$ cat config.mk
export PLATFORM = sky130hd
export DESIGN_NAME = alu_2b_array
export DESIGN_NICKNAME = d
export VERILOG_FILES = /design/src/rtl/alu_2b_array.sv
export SDC_FILE = /design/constraint.sdc
export NUM_CORES = 2
export LEC_CHECK = 0
export CORE_AREA = 2 2 406 408
export DETAILED_ROUTE_END_ITERATION = 12
export DIE_AREA = 0 0 408 410
export GPL_ROUTABILITY_DRIVEN = 0
export PLACE_DENSITY_LB_ADDON = 0.2
export SLEW_MARGIN = 5
export SYNTH_ARGS = -nofsm -noshare
export SYNTH_HDL_FRONTEND = slang
export SYNTH_SLANG_ARGS = --single-unit
export TNS_END_PERCENT = 10
$ cat constraint.sdc
create_clock -name clk -period 4.3 [get_ports clk]
set_input_delay 0.86 -clock clk [delete_from_list [all_inputs] [get_ports clk]]
set_output_delay 0.86 -clock clk [all_outputs]
set_load 0.01 [all_outputs]
$ cat src/rtl/alu_2b_array.sv
// Eight-lane 16-bit ALU stage: per-lane add/sub/move/pass-through on 2-byte
// containers, two-stage pipeline with a one-entry skid buffer for backpressure.
//
// Ports:
//   clk, rst_n           clock, asynchronous active-low reset
//   alu_in_valid         operand beat valid; accepted when ready_out is high
//   alu_in_2B_1/_2       operand A / B, lane i at [(i+1)*width_2B-1 -: width_2B]
//   action_in            action bundle; lane i word at [(i+2)*ACT_LEN-1 -: ACT_LEN]
//   ready_out            registered: high whenever the skid entry is empty
//   container_out_2B     result containers, same lane packing as the operands
//   container_out_valid  result beat valid (held stable while ready_in is low)
//   ready_in             downstream accepts the result beat
//   phv_cnt              wrapping count of delivered result beats
module alu_2b_array #(
    parameter int STAGE_ID = 0,
    parameter int ACT_LEN  = 25,
    parameter int width_2B = 16
) (
    input  logic                    clk,
    input  logic                    rst_n,
    input  logic                    alu_in_valid,
    input  logic [width_2B*8-1:0]   alu_in_2B_1,
    input  logic [width_2B*8-1:0]   alu_in_2B_2,
    input  logic [ACT_LEN*25-1:0]   action_in,
    output logic                    ready_out,
    output logic [width_2B*8-1:0]   container_out_2B,
    output logic                    container_out_valid,
    input  logic                    ready_in,
    output logic [31:0]             phv_cnt
);

    localparam int NL = 8;
    localparam int LW = width_2B;
    localparam int DW = LW * NL;

    typedef struct packed {
        logic [DW-1:0]   a;
        logic [DW-1:0]   b;
        logic [NL*4-1:0] op;
    } beat_t;

    function automatic logic [DW-1:0] alu_f(input beat_t bt);
        logic [DW-1:0] r;
        logic [3:0]    op;
        logic [LW-1:0] av;
        logic [LW-1:0] bv;
        logic          is_add;
        logic          is_sub;
        logic          is_mov;
        r = '0;
        for (int i = 0; i < NL; i++) begin
            op = bt.op[i*4 +: 4];
            av = bt.a[i*LW +: LW];
            bv = bt.b[i*LW +: LW];
            // Bit 3 of the opcode is a don't-care for add and sub.
            is_add = (op[2:0] == 3'b001);
            is_sub = (op[2:0] == 3'b010);
            is_mov = (op == 4'b1110);
            unique case (1'b1)
                is_add:  r[i*LW +: LW] = av + bv;
                is_sub:  r[i*LW +: LW] = av - bv;
                is_mov:  r[i*LW +: LW] = bv;
                default: r[i*LW +: LW] = av;
            endcase
        end
        return r;
    endfunction

    beat_t         in_beat;
    logic          accept;
    logic          advance;
    logic          s1_load;

    logic          s1_valid_q, s1_valid_d;
    beat_t         s1_beat_q, s1_beat_d;
    logic          skid_valid_q, skid_valid_d;
    beat_t         skid_beat_q, skid_beat_d;
    logic          s2_valid_q, s2_valid_d;
    logic [DW-1:0] s2_res_q, s2_res_d;
    logic [31:0]   phv_cnt_q, phv_cnt_d;

    // Only the opcode field of each action word is consumed here.
    logic unused_act;
    assign unused_act = ^{action_in, 32'(STAGE_ID)};

    always_comb begin
        in_beat.a  = alu_in_2B_1;
        in_beat.b  = alu_in_2B_2;
        in_beat.op = '0;
        for (int i = 0; i < NL; i++) begin
            in_beat.op[i*4 +: 4] = action_in[(i+1)*ACT_LEN + 24 -: 4];
        end
    end

    // accept cannot coincide with an occupied skid, so a skid refill into
    // S1 never collides with a new beat.
    assign accept  = alu_in_valid & ~skid_valid_q;
    assign advance = ~s2_valid_q | ready_in;
    assign s1_load = ~s1_valid_q | advance;

    always_comb begin
        s1_valid_d   = s1_valid_q;
        s1_beat_d    = s1_beat_q;
        skid_valid_d = skid_valid_q;
        skid_beat_d  = skid_beat_q;
        s2_valid_d   = s2_valid_q;
        s2_res_d     = s2_res_q;
        phv_cnt_d    = phv_cnt_q;

        if (s1_load) begin
            if (skid_valid_q) begin
                s1_valid_d   = 1'b1;
                s1_beat_d    = skid_beat_q;
                skid_valid_d = 1'b0;
            end else if (accept) begin
                s1_valid_d = 1'b1;
                s1_beat_d  = in_beat;
            end else begin
                s1_valid_d = 1'b0;
            end
        end else if (accept) begin
            skid_valid_d = 1'b1;
            skid_beat_d  = in_beat;
        end

        if (advance) begin
            s2_valid_d = s1_valid_q;
            s2_res_d   = alu_f(s1_beat_q);
        end

        if (s2_valid_q && ready_in) begin
            phv_cnt_d = phv_cnt_q + 32'd1;
        end
    end

    always_ff @(posedge clk or negedge rst_n) begin
        if (!rst_n) begin
            s1_valid_q   <= 1'b0;
            s1_beat_q    <= '0;
            skid_valid_q <= 1'b0;
            skid_beat_q  <= '0;
            s2_valid_q   <= 1'b0;
            s2_res_q     <= '0;
            phv_cnt_q    <= '0;
        end else begin
            s1_valid_q   <= s1_valid_d;
            s1_beat_q    <= s1_beat_d;
            skid_valid_q <= skid_valid_d;
            skid_beat_q  <= skid_beat_d;
            s2_valid_q   <= s2_valid_d;
            s2_res_q     <= s2_res_d;
            phv_cnt_q    <= phv_cnt_d;
        end
    end

    assign ready_out           = ~skid_valid_q;
    assign container_out_2B    = s2_res_q;
    assign container_out_valid = s2_valid_q;
    assign phv_cnt             = phv_cnt_q;

endmodule

==> metrics.yaml <==
drcViolationCount: 0
tightest_slew_ns: 1.18
hold_violations: 0
crit_type: "reg -> reg"
netlist_instances: 3897
power_uw: 31300
ys_ff_latch: 739
postCtsHoldBufs: 0
comb_power_share_pct: 38.9
dieArea_um2: 167000
rows: 149
drt-pass1-iter-count: 5
antenna_found_initial: 62
slew_headroom_pct: 21.1
grt-ovfl-total: 0
ys.warnings.count: 0
crit_start: "s1_beat_q[34]"
post_dp_cell_area_um2: 47100
cts_buffers: 92
fmaxAchievable_mhz: 251
maxSlewViolCount: 0
setup_violations: 0
endpoint_kind: "flip-flop"
hold_path.class: "in -> async"
critical_path_required_ns: 4.93
die_h_um: 410
internal_power_uw: 19600
leakage_uw: 0.0201
nets: 5333
synthFlopType: "dfrtp_1"
clk_latency_ns: 0.71
grtUsageTotal_pct: 16.4
layout-drive-gt1-share_pct: 12.6
arrival_ns: 4.60
clockRootBuffer: "clkbuf_16"
worstPathMaxFanout: 6
reg2reg_slack_ns: 0.32
yosys-top-cells-area: "dfrtp_1 46%, mux2_2 8.3%, mux2i_1 7.3%"
io_buffers: 453
tritoncts: "done"
post-route-period-util_pct: 92.5
synthesis.nets: 4919
numClockSinks: 739
grt_pass1_vias: 30476
num_vias: 30850
viasPerCell: 4.68
synth-edff-count: 0
synth_top_area_share_pct: 46.4
final_area_um2: 50400
maxCapViolCount: 0
cts_resized: 0
fillers: 17067
yosysMostFrequentCell: "dfrtp_1"
cts_max_path_buffers: 3
synth.distinct_cells: 74
design.portCount: 1047
pwr_density_cell_nw_per_um2: 620
syn_to_final_growth_pct: 26.5
drt_wl_total_um: 139000
seqPwrFrac_pct: 34.6
routedWlPerCell_um: 21.1
grt_pass1_wl_um: 206000
postRouteAntennaNets: 0
yosys.area.top_type: "dfrtp_1"
setup_slack_ns: 0.322
post-route-min-period_ns: 3.98
dp_hpwl_um: 104000
cts_setup_buffers: 0
start_util_pct: 24.4
fin_skew_ns: 0.0657
status: "finished clean"
postSynthAreaPerCell_um2: 10.2
async_reset_ff_share_pct: 100
die_width_um: 408
path_clk_slew_ns: 0.06
synth_common_cells: "739 x dfrtp_1, 560 x nor2_1, 474 x a21oi_1"
setup_tns_ns: 0
syn_area_um2: 39800
ys_seq_area_share_pct: 46.4
rsz0062_at_grt: "no"
place_ws_ns: 0.449
fp.coreArea_um2: 163000
grt_max_degree: 146
max-vdd-ir-drop_v: 0.000315
crit_path_start_kind: "flip-flop"
swShare_pct: 37.2
htreeDepth: 3
drtIter0Drc: 2007
pwr-share-clk_pct: 26.5
switchingPower_uw: 11600
r2r_start: "s1_beat_q[34]"
## through the flow
| stage | hold slack [ns] | util, % | cells |
|---|---|---|---|
| global route | 0.0956 | 30.8 | 6583 |
| floorplan | 0.457 | - | 3897 |
| detailed placement | 0.464 | 28.8 | 6406 |
| global placement | 0.463 | 28.8 | 6406 |
| finish | 0.0977 | 30.8 | 6595 |
| CTS | 0.0546 | 30.8 | 6579 |
## flip-flops by register name (all words and copies together), names as in the netlist
register             cells
s1_valid_q               1
skid_valid_q             1
container_out_2B       128
s1_beat_q              288
phv_cnt                 32
container_out_valid      1
skid_beat_q            288
## layout make-up
class | instances | area, um2 | area share, %
Multi-Input combinational cell | 2869 | 20200 | 40.0
Inverter | 85 | 319 | 0.633
Timing Repair Buffer | 524 | 5370 | 10.7
Clock inverter | 27 | 412 | 0.816
Clock buffer | 146 | 2870 | 5.68
Antenna cell | 16 | 40.0 | 0.0794
Tap cell | 2189 | 2740 | 5.43
Sequential cell | 739 | 18500 | 36.7
## path summary, 6_finish.rpt
check | cells after the start | to
worst max-delay path | 12 | container_out_2B[15]
min in group clk | 1 | phv_cnt[31]
worst min-delay path | 1 | phv_cnt[0]
max in group asynchronous | 2 | skid_valid_q
worst max register to register | 12 | container_out_2B[15]
worst min register to register | 1 | phv_cnt[31]
## routing by layer
| metal | wire length [um] | part of all wire, % | GRT usage, % | up-vias |
|---|---|---|---|---|
| met2 | 56600 | 41 | 23.1 | 708 |
| met5 | 397 | 0.29 | 0 | - |
| met3 | 14700 | 11 | 7.83 | 216 |
| met4 | 4390 | 3.2 | 5.79 | 62 |
| met1 | 63100 | 45 | 21.5 | 15088 |
| li1 | - | - | - | 14776 |
## cell families (layout without fill, tap and decap cells)
kind of cell / after synthesis / in the layout / synth area share (%)
AOI/OAI and AO/OA: 906 / 906 / 13.7
xor gates and xnor gates: 235 / 235 / 5.18
adders and majority gates: 137 / 137 / 4.45
buffers and inverters: 289 / 782 / 3.06
DFF: 739 / 739 / 46.4
muxes: 585 / 585 / 15.6
other: 0 / 16 / 0
and+or+nand+nor: 1006 / 1006 / 11.5
## critical path, stage by stage (launching register included)
cell      delay (ns)
dfrtp_1         0.48
nor3_1          0.41
nand2_1         0.18
nor4b_1         0.76
nor2_1          0.12
xnor2_1         0.16
ha_1            0.34
and2_1          0.19
a31o_2          0.22
a211oi_1        0.43
a21oi_1         0.24
xnor2_1         0.19
a21oi_1         0.19
## layout by cell type, fill, tap and decap left out, types with 37 or more instances in the layout
cell	synthesis	layout
a21o_1	37	37
a21oi_1	474	473
a221oi_1	61	61
a22oi_1	48	48
a31oi_1	65	65
buf_4	23	47
clkbuf_16	0	93
clkdlybuf4s50_1	0	452
dfrtp_1	739	738
ha_1	129	129
inv_1	85	85
mux2_2	292	292
mux2i_1	291	291
nand2_1	157	157
nor2_1	560	560
nor2b_1	39	38
nor3_1	50	50
o21ai_0	82	82
xnor2_1	165	165
xor2_1	69	69
## power by group through the flow
stage                     sequential (uW)  combinational, uW  clock [uW]
after detailed placement            10900              12300           0
after CTS                           10800              12300        8570
after global routing                11100              13600        8830
after floorplan                     10500               7730           0
after global placement              10900              12200           0
final                               10800              12200        8280
No activity file was read; power rests on OpenSTA's default activity.
